$ cat config.mk
export PLATFORM = sky130hd
export DESIGN_NAME = pc_unit_ras_flat
export DESIGN_NICKNAME = d
export VERILOG_FILES = /design/src/rtl/pc_unit_ras_pkg.sv /design/src/rtl/pc_unit_ras_if.sv /design/src/rtl/pc_unit_ras_ras_stack.sv /design/src/rtl/pc_unit_ras.sv /design/src/flat_wrapper.sv
export SDC_FILE = /design/constraint.sdc
export NUM_CORES = 1
export LEC_CHECK = 0
export ABC_AREA = 1
export BUFFER_PORTS_ARGS = -buffer_cell sky130_fd_sc_hd__buf_4
export CELL_PAD_IN_SITES_DETAIL_PLACEMENT = 1
export CELL_PAD_IN_SITES_GLOBAL_PLACEMENT = 1
export CORE_MARGIN = 1.5
export CORE_UTILIZATION = 41
export CTS_BUF_LIST = sky130_fd_sc_hd__clkbuf_4 sky130_fd_sc_hd__clkbuf_8
export DETAILED_ROUTE_END_ITERATION = 8
export PLACE_DENSITY_LB_ADDON = 0.15
export SETUP_SLACK_MARGIN = 0.02
export SYNTH_ARGS = -nofsm -noshare
export SYNTH_HDL_FRONTEND = slang
export SYNTH_SLANG_ARGS = --single-unit
$ cat constraint.sdc
create_clock -name CLK -period 2.89 [get_ports CLK]
set_input_delay 0.1445 -clock CLK [delete_from_list [all_inputs] [get_ports CLK]]
set_output_delay 0.1445 -clock CLK [all_outputs]
set_load 0.02 [all_outputs]
$ cat src/rtl/pc_unit_ras_pkg.sv
// Shared definitions for the program-counter unit with return-address stack.
// Holds the branch-condition encodings, a ceil-log2 helper for sizing
// select/pointer fields, and the default reset and exception-vector constants.
package pc_unit_pkg;

    typedef enum logic [1:0] {
        BR_Z      = 2'd0,
        BR_NZ     = 2'd1,
        BR_ALWAYS = 2'd2,
        BR_NEVER  = 2'd3
    } br_cond_e;

    localparam int unsigned DEF_RESET_PC   = 32'h0000_0000;
    localparam int unsigned DEF_EXC_VECTOR = 32'h0000_0010;

    // Smallest r with 2**r >= v (clog2(1) = 0).
    function automatic int unsigned clog2(input int unsigned v);
        int unsigned r;
        r = 0;
        for (int unsigned i = 0; i < 32; i++) begin
            if ((64'd1 << i) < 64'(v)) r = i + 1;
        end
        return r;
    endfunction

endpackage

$ cat src/rtl/pc_unit_ras_if.sv
// Control/status bundle between decode and the PC unit.
// slave : PC unit side (takes control, drives pc/RAS status).
// master: control side (drives control, observes pc/RAS status).
// Optional exc_req/epc pair is present only with PCU_EXCEPTION_EN defined.
interface pc_unit_ras_if #(
    parameter int unsigned PC_W      = 16,
    parameter int unsigned N_SRC     = 4,
    parameter int unsigned RAS_DEPTH = 4
);
    localparam int unsigned SEL_W = pc_unit_pkg::clog2(N_SRC);
    localparam int unsigned CNT_W = pc_unit_pkg::clog2(RAS_DEPTH) + 1;

    logic                    stall;
    logic                    pc_write;
    logic                    is_branch;
    logic [1:0]              branch_cond;
    logic                    is_zero;
    logic [SEL_W-1:0]        pc_src;
    logic [N_SRC*PC_W-1:0]   src_data;
    logic                    is_call;
    logic                    is_ret;
    logic [PC_W-1:0]         pc;
    logic [PC_W-1:0]         pc_plus_inc;
    logic [CNT_W-1:0]        ras_count;
    logic                    ras_empty;
    logic                    ras_full;
    logic                    ras_overflow;
    logic                    ras_underflow;
    logic                    ctl_err;
`ifdef PCU_EXCEPTION_EN
    logic                    exc_req;
    logic [PC_W-1:0]         epc;
`endif

    modport master (
        output stall, pc_write, is_branch, branch_cond, is_zero, pc_src, src_data,
               is_call, is_ret,
`ifdef PCU_EXCEPTION_EN
        output exc_req,
        input  epc,
`endif
        input  pc, pc_plus_inc, ras_count, ras_empty, ras_full,
               ras_overflow, ras_underflow, ctl_err
    );

    modport slave (
        input  stall, pc_write, is_branch, branch_cond, is_zero, pc_src, src_data,
               is_call, is_ret,
`ifdef PCU_EXCEPTION_EN
        input  exc_req,
        output epc,
`endif
        output pc, pc_plus_inc, ras_count, ras_empty, ras_full,
               ras_overflow, ras_underflow, ctl_err
    );

endinterface

$ cat src/rtl/pc_unit_ras_ras_stack.sv
// Circular return-address LIFO.
// Ports: clk, rst_n; push_i/pop_i requests (push wins if both), push_data_i;
// top_c (current top entry), count_o (valid entries), full_c, empty_c,
// ovf_c (push while full, oldest entry overwritten), unf_c (pop while empty).
module ras_stack
    import pc_unit_pkg::*;
#(
    parameter  int unsigned DEPTH = 4,
    parameter  int unsigned W     = 16,
    localparam int unsigned CNT_W = clog2(DEPTH) + 1
) (
    input  logic             clk,
    input  logic             rst_n,
    input  logic             push_i,
    input  logic             pop_i,
    input  logic [W-1:0]     push_data_i,
    output logic [W-1:0]     top_c,
    output logic [CNT_W-1:0] count_o,
    output logic             full_c,
    output logic             empty_c,
    output logic             ovf_c,
    output logic             unf_c
);
    localparam int unsigned PTR_W = clog2(DEPTH);

    logic [W-1:0]     mem_q [DEPTH];
    logic [PTR_W-1:0] tos_q, tos_d;
    logic [CNT_W-1:0] count_q, count_d;
    logic             do_pop;

    assign full_c  = (count_q == CNT_W'(DEPTH));
    assign empty_c = (count_q == '0);
    assign do_pop  = pop_i & ~push_i & ~empty_c;
    assign ovf_c   = push_i & full_c;
    assign unf_c   = pop_i & ~push_i & empty_c;
    assign top_c   = mem_q[tos_q];
    assign count_o = count_q;

    // Top pointer wraps naturally because DEPTH is a power of two; when full,
    // the slot after the top holds the oldest entry and gets overwritten.
    always_comb begin
        tos_d   = tos_q;
        count_d = count_q;
        if (push_i) begin
            tos_d = tos_q + PTR_W'(1);
            if (!full_c) count_d = count_q + CNT_W'(1);
        end else if (do_pop) begin
            tos_d   = tos_q - PTR_W'(1);
            count_d = count_q - CNT_W'(1);
        end
    end

    always_ff @(posedge clk or negedge rst_n) begin
        if (!rst_n) begin
            tos_q   <= PTR_W'(DEPTH - 1);
            count_q <= '0;
        end else begin
            tos_q   <= tos_d;
            count_q <= count_d;
        end
    end

    // Storage needs no reset: entries are only read once pushed.
    always_ff @(posedge clk) begin
        if (push_i) mem_q[tos_d] <= push_data_i;
    end

endmodule

$ cat src/rtl/pc_unit_ras.sv
// Program-counter unit: PC register, N-way next-PC select, write/branch gating,
// circular return-address stack for call/return, and stall.
// Ports: CLK, RST_N (async active-low), bus (pc_unit_ras_if.slave) carrying
// control inputs and pc, pc_plus_inc (combinational), RAS occupancy and
// sticky error flags.
// Optional macro PCU_EXCEPTION_EN adds exc_req/epc and the EXC_VECTOR parameter;
// exceptions override stall and leave the RAS untouched.
module pc_unit_ras
    import pc_unit_pkg::*;
#(
    parameter int unsigned     PC_W       = 16,
    parameter int unsigned     N_SRC      = 4,
    parameter int unsigned     RAS_DEPTH  = 4,
    parameter int unsigned     PC_INC     = 2,
    parameter logic [PC_W-1:0] RESET_PC   = PC_W'(DEF_RESET_PC)
`ifdef PCU_EXCEPTION_EN
   ,parameter logic [PC_W-1:0] EXC_VECTOR = PC_W'(DEF_EXC_VECTOR)
`endif
) (
    input logic          CLK,
    input logic          RST_N,
    pc_unit_ras_if.slave bus
);
    localparam int unsigned SEL_W = clog2(N_SRC);
    localparam int unsigned CNT_W = clog2(RAS_DEPTH) + 1;

    logic [PC_W-1:0]  pc_q, pc_d, pc_inc_c, sel_pc;
    logic [PC_W-1:0]  src_arr [N_SRC];
    logic             ovf_q, ovf_d, unf_q, unf_d, err_q, err_d;
    logic             cond_met, commit, sel_err;
    logic             ras_push, ras_pop, ras_full, ras_empty, ras_ovf, ras_unf;
    logic [PC_W-1:0]  ras_top;
    logic [CNT_W-1:0] ras_count;
`ifdef PCU_EXCEPTION_EN
    logic [PC_W-1:0]  epc_q, epc_d;
`endif

    // Unpack the flat source bus into addressable slots.
    always_comb begin
        for (int unsigned k = 0; k < N_SRC; k++) begin
            src_arr[k] = bus.src_data[k*PC_W +: PC_W];
        end
    end

    // Out-of-range selects only exist when N_SRC is not a power of two.
    if (N_SRC < (32'd1 << SEL_W)) begin : g_sel_chk
        assign sel_err = (32'(bus.pc_src) >= N_SRC);
    end else begin : g_sel_nochk
        assign sel_err = 1'b0;
    end

    assign sel_pc   = sel_err ? src_arr[0] : src_arr[bus.pc_src];
    assign pc_inc_c = pc_q + PC_W'(PC_INC);

    always_comb begin
        cond_met = 1'b0;
        case (br_cond_e'(bus.branch_cond))
            BR_Z:      cond_met = bus.is_zero;
            BR_NZ:     cond_met = ~bus.is_zero;
            BR_ALWAYS: cond_met = 1'b1;
            BR_NEVER:  cond_met = 1'b0;
            default:   cond_met = 1'b0;
        endcase
    end

    assign commit = bus.pc_write | (bus.is_branch & cond_met);

    ras_stack #(
        .DEPTH (RAS_DEPTH),
        .W     (PC_W)
    ) u_ras (
        .clk         (CLK),
        .rst_n       (RST_N),
        .push_i      (ras_push),
        .pop_i       (ras_pop),
        .push_data_i (pc_inc_c),
        .top_c       (ras_top),
        .count_o     (ras_count),
        .full_c      (ras_full),
        .empty_c     (ras_empty),
        .ovf_c       (ras_ovf),
        .unf_c       (ras_unf)
    );

    // Next-state: exception > stall > return > commit > hold.
    always_comb begin
        pc_d     = pc_q;
        err_d    = err_q;
        ras_push = 1'b0;
        ras_pop  = 1'b0;
`ifdef PCU_EXCEPTION_EN
        epc_d    = epc_q;
        if (bus.exc_req) begin
            epc_d = pc_q;
            pc_d  = EXC_VECTOR;
        end else
`endif
        if (!bus.stall) begin
            if (bus.is_ret) begin
                ras_pop = 1'b1;
                pc_d    = ras_empty ? RESET_PC : ras_top;
                if (bus.is_call) err_d = 1'b1;
            end else if (commit) begin
                pc_d     = sel_pc;
                ras_push = bus.is_call;
                if (sel_err) err_d = 1'b1;
            end
        end
    end

    // Stack pulses only fire on gated push/pop, so they can feed the sticky bits directly.
    assign ovf_d = ovf_q | ras_ovf;
    assign unf_d = unf_q | ras_unf;

    always_ff @(posedge CLK or negedge RST_N) begin
        if (!RST_N) begin
            pc_q  <= RESET_PC;
            ovf_q <= 1'b0;
            unf_q <= 1'b0;
            err_q <= 1'b0;
`ifdef PCU_EXCEPTION_EN
            epc_q <= '0;
`endif
        end else begin
            pc_q  <= pc_d;
            ovf_q <= ovf_d;
            unf_q <= unf_d;
            err_q <= err_d;
`ifdef PCU_EXCEPTION_EN
            epc_q <= epc_d;
`endif
        end
    end

    assign bus.pc            = pc_q;
    assign bus.pc_plus_inc   = pc_inc_c;
    assign bus.ras_count     = ras_count;
    assign bus.ras_empty     = ras_empty;
    assign bus.ras_full      = ras_full;
    assign bus.ras_overflow  = ovf_q;
    assign bus.ras_underflow = unf_q;
    assign bus.ctl_err       = err_q;
`ifdef PCU_EXCEPTION_EN
    assign bus.epc           = epc_q;
`endif

endmodule

$ cat src/flat_wrapper.sv
// flat-port wrapper written by rule: the top's interface ports become plain ports
module pc_unit_ras_flat import pc_unit_pkg::*;
#(
    parameter int unsigned     PC_W       = 16,
    parameter int unsigned     N_SRC      = 4,
    parameter int unsigned     RAS_DEPTH  = 4,
    parameter int unsigned     PC_INC     = 2,
    parameter logic [PC_W-1:0] RESET_PC   = PC_W'(DEF_RESET_PC)

)
  (CLK, RST_N, bus_stall, bus_pc_write, bus_is_branch, bus_branch_cond, bus_is_zero, bus_pc_src, bus_src_data, bus_is_call, bus_is_ret, bus_pc, bus_pc_plus_inc, bus_ras_count, bus_ras_empty, bus_ras_full, bus_ras_overflow, bus_ras_underflow, bus_ctl_err);
  pc_unit_ras_if #(.PC_W(PC_W), .N_SRC(N_SRC), .RAS_DEPTH(RAS_DEPTH)) bus_i ();
  input logic CLK;
  input logic RST_N;
  input wire logic [$bits(bus_i.stall)-1:0] bus_stall;
  input wire logic [$bits(bus_i.pc_write)-1:0] bus_pc_write;
  input wire logic [$bits(bus_i.is_branch)-1:0] bus_is_branch;
  input wire logic [$bits(bus_i.branch_cond)-1:0] bus_branch_cond;
  input wire logic [$bits(bus_i.is_zero)-1:0] bus_is_zero;
  input wire logic [$bits(bus_i.pc_src)-1:0] bus_pc_src;
  input wire logic [$bits(bus_i.src_data)-1:0] bus_src_data;
  input wire logic [$bits(bus_i.is_call)-1:0] bus_is_call;
  input wire logic [$bits(bus_i.is_ret)-1:0] bus_is_ret;
  output wire logic [$bits(bus_i.pc)-1:0] bus_pc;
  output wire logic [$bits(bus_i.pc_plus_inc)-1:0] bus_pc_plus_inc;
  output wire logic [$bits(bus_i.ras_count)-1:0] bus_ras_count;
  output wire logic [$bits(bus_i.ras_empty)-1:0] bus_ras_empty;
  output wire logic [$bits(bus_i.ras_full)-1:0] bus_ras_full;
  output wire logic [$bits(bus_i.ras_overflow)-1:0] bus_ras_overflow;
  output wire logic [$bits(bus_i.ras_underflow)-1:0] bus_ras_underflow;
  output wire logic [$bits(bus_i.ctl_err)-1:0] bus_ctl_err;
  assign bus_i.stall = bus_stall;
  assign bus_i.pc_write = bus_pc_write;
  assign bus_i.is_branch = bus_is_branch;
  assign bus_i.branch_cond = bus_branch_cond;
  assign bus_i.is_zero = bus_is_zero;
  assign bus_i.pc_src = bus_pc_src;
  assign bus_i.src_data = bus_src_data;
  assign bus_i.is_call = bus_is_call;
  assign bus_i.is_ret = bus_is_ret;
  assign bus_pc = bus_i.pc;
  assign bus_pc_plus_inc = bus_i.pc_plus_inc;
  assign bus_ras_count = bus_i.ras_count;
  assign bus_ras_empty = bus_i.ras_empty;
  assign bus_ras_full = bus_i.ras_full;
  assign bus_ras_overflow = bus_i.ras_overflow;
  assign bus_ras_underflow = bus_i.ras_underflow;
  assign bus_ctl_err = bus_i.ctl_err;
  pc_unit_ras #(.PC_W(PC_W), .N_SRC(N_SRC), .RAS_DEPTH(RAS_DEPTH), .PC_INC(PC_INC), .RESET_PC(RESET_PC)) u_core (.CLK(CLK), .RST_N(RST_N), .bus(bus_i));
endmodule
==> summary.txt, run 1 <==
Worst hold path
  – Worst min path class: in2reg

Final layout
  – Share of cells above drive strength 1: 27.9%
  – Layout Nets: 642
  – Ant diodes: 0
  – Area grow syn2layout: 26.9%

Routing
  – Vias: 3752
  – Pre-antenna DRT Iters: 5
  – Via-per-instance ratio: 5.32
  – Remaining DRCs: 0
  – DRT antenna net count: 0
  – DRT Wirelength: 12.4 mm
  – DRT iter0 DRCs: 248
  – DR WL/cell: 17.6 µm

Floorplan
  – Initial Util: 42.2%
  – Core area: 0.0103 mm²
  – Area of the die: 0.0112 mm²
  – Cell Rows: 37
  – DIE WIDTH: 106 µm
  – Chip Height: 106 µm
  – Ports: 116

Clock network
  – Root Driver: clkbuf_8
  – Max H-tree Level: 3
  – Sink Count: 88
  – CTS tree: yes
  – Clock buffer depth: 2
  – CTS buffer count: 9
  – Clk slew on worst S/H paths: 0.08 ns
  – Setup Fix Bufs, Post-CTS: 0
  – Worst skew pair latency: 0.37 ns
  – Post-CTS resize count: 0

Flow run
  – # Max-Cap Violations: 0

Worst setup path
  – Crit path DAT: 2.37 ns
  – Kind of critical path: reg2out
  – Cell Chain, Critical Path: ha_1 > nand3_2 > nor3_4 > nand3_2 > nor2_2 > xor2_1 > buf_4
  – Startpoint types: flip-flop
  – Required @ worst endpoint: 2.75 ns
  – Worst-path cell with the longest stage delay: dfrtp_1
  – Most common cell on crit path: nand3_2
  – Crit. End Element: output port
  – Crit path largest cell delay: 0.42 ns
  – CP Max Fanout: 5

STA
  – Unrepaired setup endpoints after global routing: no
  – Worst Skew: 0.0129 ns
  – Clock period minus worst slack: 2.51 ns
  – Final hold violation count: 0
  – Setup violations, final: 0
  – Worst Tran Pin Value: 0.847 ns
  – Post-route clock period utilization: 86.9%
  – Slew Limit Fails: 0
  – Worst rel slew slack: 43.5%
  – Max frequency: 0.398 GHz
  – Post-Route Setup TNS: 0 ns

GRT
  – GRT Residual Overflow: 0
  – Largest net degree at the start of global routing: 37
  – First-pass GRT wire length: 19.3 mm
  – Tot GR Track Use: 22.3%
  – Vias in the first global route: 3813
  – Initial antenna violation count: 0

Yosys
  – Synth unique cells: 30
  – Mapped Nets: 533
  – Syn Inst Count: 455
  – Mean Syn Cell Area: 9.57 µm²
  – Yosys warning count: 0
  – Number of synthesized register bits: 88
  – Mapped cell area: 0.00436 mm²
  – Register area share after synthesis: 58.0%

Power
  – Max IR drop VDD: 0.457 mV
  – Leak: 2.33 nW
  – Design Power: 4.51 mW
  – Power Density: 815 mW/mm²

Place
  – Placer congestion estimate: 0.791
  – # port buffers: 115
  – Post-DP HPWL: 8.76 mm

Run status
  – Outcome: finished, final reports clean
-- layout make-up --
type / count / area [µm²]
tap: 136 / 170
fill: 1198 / 4800
clock inverter: 4 / 47.5
inverter: 32 / 120
clock buffer: 12 / 146
sequential: 88 / 2520
multi-input combinational: 311 / 1600
timing repair buffer: 122 / 921
-- worst paths after layout --
kind	slack [ns]	start	to	cells past startpoint
hold / removal	0.12	bus_stall	u_core.bus.ctl_err	3
max in group asynchronous	2.35	RST_N	u_core.u_ras.tos_q[1]	2
min in group asynchronous	0.22	RST_N	u_core.bus.pc[10]	2
setup / recovery	0.38	u_core.bus.pc[2]	bus_pc_plus_inc[13]	7
setup reg to reg	0.84	u_core.u_ras.tos_q[1]	u_core.u_ras.mem_q[0][3]	3
hold reg to reg	0.46	u_core.bus.ctl_err	u_core.bus.ctl_err	1
-- layer usage --
metal,wire length (µm),global-route usage [%]
met1,5500,28.6
met2,5760,36.5
met3,876,4.29
met4,302,10.6
met5,0,0
-- cells in the final DEF (no fill, tap or decap) --
master and n:
nor3_4 3, nand2_1 78, dfrtp_1 22, nor3b_2 1
clkbuf_4 3, edfxtp_1 64, nor3_1 2, nor2_1 68
inv_1 27, clkinvlp_4 1, inv_2 5, clkbuf_8 9
clkinv_2 2, o22ai_1 32, fa_1 1, a31oi_2 1
buf_4 120, o21ai_0 58, nand4_2 1, dfstp_2 2
a21o_1 2, nand2_2 1, nand3_2 3, nand3_1 7
bufinv_16 1, xor2_1 16, a21oi_1 1, o21bai_1 1
ha_1 1, nor3_2 2, nor2_2 4, nand4_1 3
o21ai_1 25, dlygate4sd3_1 2
-- cell usage after synthesis --
cell type	instances	area share (%)
nand3_2	3	0.69
nor3_1	4	0.46
xor2_1	16	3.2
fa_1	1	0.46
nor3_4	3	1.1
edfxtp_1	64	44
o21ai_1	25	2.9
inv_1	27	2.3
inv_2	5	0.43
clkbuf_1	4	0.34
ha_1	1	0.29
dfstp_2	2	1.2
nand4_2	1	0.29
clkbuf_2	2	0.23
nand3_1	7	0.80
nand4_1	3	0.43
o21ai_0	58	6.7
a21o_1	2	0.34
nor2_1	68	5.9
buf_2	14	1.6
a31oi_2	1	0.29
dfrtp_1	22	13
nand2_2	1	0.14
nor2_2	4	0.57
buf_4	4	0.69
nor3b_2	1	0.29
nand2_1	78	6.7
o21bai_1	1	0.17
a21oi_1	1	0.11
o22ai_1	32	4.6
-- through the flow --
step                util [%]  hold slack (ns)  area [µm²]  worst slack [ns]  cells
floorplan                  -           -0.151        4360             0.450    455
global placement        51.4           0.0860        5310             0.890    687
detailed placement      51.4           0.0908        5310             0.752    687
CTS                     53.5            0.115        5530             0.335    705
global route            53.5            0.125        5530             0.222    705
finish                  53.5            0.120        5530             0.379    705
-- logic make-up (layout without fill, tap and decap cells) --
kind of cell | after synthesis | count (layout) | synth area share (%)
simple gates | 173 | 173 | 17.4
compound gates | 120 | 120 | 15.1
flops | 88 | 88 | 58.0
buf+inv | 56 | 170 | 5.63
xor+xnor | 16 | 16 | 3.22
fa+ha+maj | 2 | 2 | 0.747
-- flip-flops by register name, indices dropped and copies added, names as in the netlist --
name	count
u_core.bus.ras_underflow	1
u_core.u_ras.tos_q	2
u_core.bus.pc	16
u_core.bus.ras_overflow	1
u_core.u_ras.mem_q	64
u_core.bus.ctl_err	1
u_core.u_ras.count_o	3
-- critical path, delay by kind of cell (launching register included) --
family | cells | cell delay [ns]
XOR/XNOR | 1 | 0.37
adder cells (fa/ha/maj) | 1 | 0.24
buffers and inverters | 1 | 0.23
flip-flops | 1 | 0.42
AND/OR/NAND/NOR | 4 | 0.73
-- power by group --
part / internal (mW) / leakage (nW) / switching [mW]
clock: 0.426 / 0.101 / 0.432
combinational: 0.663 / 1.36 / 1.15
sequential: 1.62 / 0.872 / 0.207
-- what timing repair did --
action | 4_1_cts | 5_1_grt
hold buffers | 2 | 0
setup endpoints to repair | 0 | 0
endpoints found under the hold margin | 24 | 0
(Power assumes the default switching activity.)
==> run 2, diff against run 1 <==
--- a/config.mk
+++ b/config.mk
@@ -14,6 +14,7 @@
 export CTS_BUF_LIST = sky130_fd_sc_hd__clkbuf_4 sky130_fd_sc_hd__clkbuf_8
 export DETAILED_ROUTE_END_ITERATION = 8
 export PLACE_DENSITY_LB_ADDON = 0.15
+export REMOVE_ABC_BUFFERS = 1
 export SETUP_SLACK_MARGIN = 0.02
 export SYNTH_ARGS = -nofsm -noshare
 export SYNTH_HDL_FRONTEND = slang
==> run 2 against run 1 <==
Net effect: sequential power about the same; global-route usage grew 0.73 points; die area stayed put; sequential share of layout area hardly changed; clock power fell by 6.2%; hold slack better by 0.015 ns; clock-buffer cell count decreased by 2; sequential cell count did not move; routed wire length is 0.79% higher; final cell count grew 0.28%; first-iteration DRC count down 5.6%; critical endpoint is now bus_pc_plus_inc[15].
==> summary.txt, run 2 (synthesis gave the netlist of run 1 again) <==
Run status
  – Outcome: finished, final reports clean (unchanged)

Final layout
  – Core Util, Final: 53.5% (about the same)
  – Layout Nets: 644 (was 642)
  – Most flops, register: u_core.u_ras.mem_q (unchanged)
  – Fill cell count: 1229 (was 1198)
  – Leading cell type in the layout, fill and taps excluded: buf_4 (unchanged)
  – Most frequent cells in the layout: 122 x buf_4, 78 x nand2_1, 68 x nor2_1 (was 120 x buf_4, 78 x nand2_1, 68 x nor2_1)
  – Share of cells above drive strength 1: 27.5% (was 27.9%)
  – Ant diodes: 0 (unchanged)
  – Area grow syn2layout: 26.9% (about the same)
  – Max FFs per register: 64 (unchanged)
  – Design Area, Final: 0.00553 mm² (about the same)

Worst hold path
  – Hold Path Cell Cnt: 3 (unchanged)
  – Worst min path class: in2reg (unchanged)

Clock network
  – CTS Hold Buffers Added: 2 (unchanged)
  – Setup Fix Bufs, Post-CTS: 0 (unchanged)
  – Max H-tree Level: 3 (unchanged)
  – CTS buffer count: 9 (unchanged)
  – Worst skew pair latency: 0.36 ns (was 0.37 ns)
  – Clock buffer depth: 2 (unchanged)
  – CTS tree: yes (unchanged)
  – Post-CTS resize count: 0 (unchanged)
  – Clk slew on worst S/H paths: 0.08 ns (about the same)
  – Root Driver: clkbuf_8 (unchanged)
  – Sink Count: 88 (unchanged)

Worst setup path
  – Crit path largest cell delay: 0.42 ns (about the same)
  – Required @ worst endpoint: 2.75 ns (about the same)
  – Worst-path cell with the longest stage delay: dfrtp_1 (unchanged)
  – Buf/Inv on CP: 1 (unchanged)
  – Crit. End Element: output port (unchanged)
  – Cell family with most CP delay: simple AND/OR/NAND/NOR gates (unchanged)
  – Crit path depth: 6 (was 7)
  – Kind of critical path: reg2out (unchanged)
  – Worst reg2reg path depth: 3 (unchanged)
  – Startpoint types: flip-flop (unchanged)
  – Cell Chain, Critical Path: ha_1 > nand3_2 > nor3_4 > nand4_1 > xor2_1 > buf_4 (was ha_1 > nand3_2 > nor3_4 > nand3_2 > nor2_2 > xor2_1 > buf_4)
  – CP Max Fanout: 5 (unchanged)
  – Crit path DAT: 2.31 ns (was 2.37 ns)

Power
  – Max IR drop VDD: 0.585 mV (was 0.457 mV)
  – Leak: 2.34 nW (was 2.33 nW)
  – Power Density: 808 mW/mm² (was 815 mW/mm²)

Routing
  – Via-per-instance ratio: 5.34 (was 5.32)
  – Pre-antenna DRT Iters: 4 (was 5)
  – Vias: 3774 (was 3752)
  – Met3 routed WL: 1.02 mm (was 876 µm)
  – Remaining DRCs: 0 (unchanged)
  – Met1 WL: 5.26 mm (was 5.50 mm)
  – DR WL/cell: 17.7 µm (was 17.6 µm)
  – DRT antenna net count: 0 (unchanged)
  – Top routing layer in use: met4 (unchanged)
  – Routed length on met2: 6.15 mm (was 5.76 mm)
  – DRT Wirelength: 12.5 mm (was 12.4 mm)
  – DRT iter0 DRCs: 234 (was 248)

STA
  – Worst Skew: 0.0103 ns (was 0.0129 ns)
  – Post-Route Setup TNS: 0 ns (unchanged)
  – Worst hold slack: 0.135 ns (was 0.120 ns)
  – Worst Tran Pin Value: 0.845 ns (was 0.847 ns)
  – Setup violations, final: 0 (unchanged)
  – Worst rel slew slack: 43.6% (was 43.5%)
  – Slew Limit Fails: 0 (unchanged)
  – Unrepaired setup endpoints after global routing: no (unchanged)
  – Post-route clock period utilization: 85.1% (was 86.9%)
  – Clock period minus worst slack: 2.46 ns (was 2.51 ns)
  – Max frequency: 0.407 GHz (was 0.398 GHz)
  – Final hold violation count: 0 (unchanged)
  – Post-route setup slack: 0.432 ns (was 0.379 ns)

Place
  – Post-Place Setup Slack: 0.841 ns (was 0.752 ns)
  – # port buffers: 115 (unchanged)
  – Placer congestion estimate: 0.764 (was 0.791)
  – Cell Area, Placed: 0.00533 mm² (was 0.00531 mm²)
  – Post-DP HPWL: 8.98 mm (was 8.76 mm)

GRT
  – Tot GR Track Use: 23.0% (was 22.3%)
  – Largest net degree at the start of global routing: 35 (was 37)
  – First-pass GRT wire length: 20.1 mm (was 19.3 mm)
  – Vias in the first global route: 4023 (was 3813)
  – GRT Residual Overflow: 0 (unchanged)
  – Initial antenna violation count: 0 (unchanged)

Floorplan
  – Core area: 0.0103 mm² (unchanged)
  – Cell Rows: 37 (unchanged)
  – Initial Util: 42.2% (unchanged)
  – DIE WIDTH: 106 µm (unchanged)
  – Ports: 116 (unchanged)
  – Area of the die: 0.0112 mm² (unchanged)
  – Chip Height: 106 µm (unchanged)

Flow run
  – # Max-Cap Violations: 0 (unchanged)
-- run 2: cell count changes in the layout (fill, tap and decap cells not counted), sizes merged --
cell and delta:
clkbuf -2, buf +2, clkinvlp -1, clkinv +3
-- run 2: through the flow --
stage	total power, mW	instances
detailed placement	3.69	689
finish	4.47	707
global placement	3.63	689
floorplan	2.88	431
CTS	4.50	707
global route	4.74	707
-- run 2: path summary, 6_finish.rpt --
check	to	slack, ns	from
max	bus_pc_plus_inc[15]	0.43	u_core.bus.pc[1]
min	u_core.bus.ctl_err	0.14	bus_stall
max reg2reg	u_core.u_ras.mem_q[0][8]	0.80	u_core.u_ras.tos_q[1]
min reg2reg	u_core.bus.ctl_err	0.50	u_core.bus.ctl_err
max in group asynchronous	u_core.u_ras.tos_q[1]	2.35	RST_N
min in group asynchronous	u_core.u_ras.count_o[0]	0.23	RST_N
-- run 2: metal layers --
layer  track usage [%]  vias up
met1              29.4     1828
li1                  -     1786
met3              3.37       12
met2              40.5      148
met4              7.05        0
met5                 0        -
-- run 2: cell type report --
type                    instances  area, µm²  area share, %
clock inverters                 6       50.0          0.905
multi-input cells             311       1600           28.9
flip-flops and latches         88       2520           45.7
well taps                     136        170           3.08
clock buffers                  10        131           2.38
repair buffers                124        936           16.9
inverters                      32        120           2.17
-- run 2: worst reg2reg max path, delay by kind of cell (launching register included) --
family / cells / cell delay [ns]
buf+inv: 2 / 0.65
simple gates: 1 / 0.32
flops: 1 / 0.81
-- run 2: power by group --
group | leakage (nW) | internal (mW) | switching (mW)
registers | 0.872 | 1.62 | 0.215
logic | 1.37 | 0.671 | 1.15
clock network | 0.0936 | 0.397 | 0.409
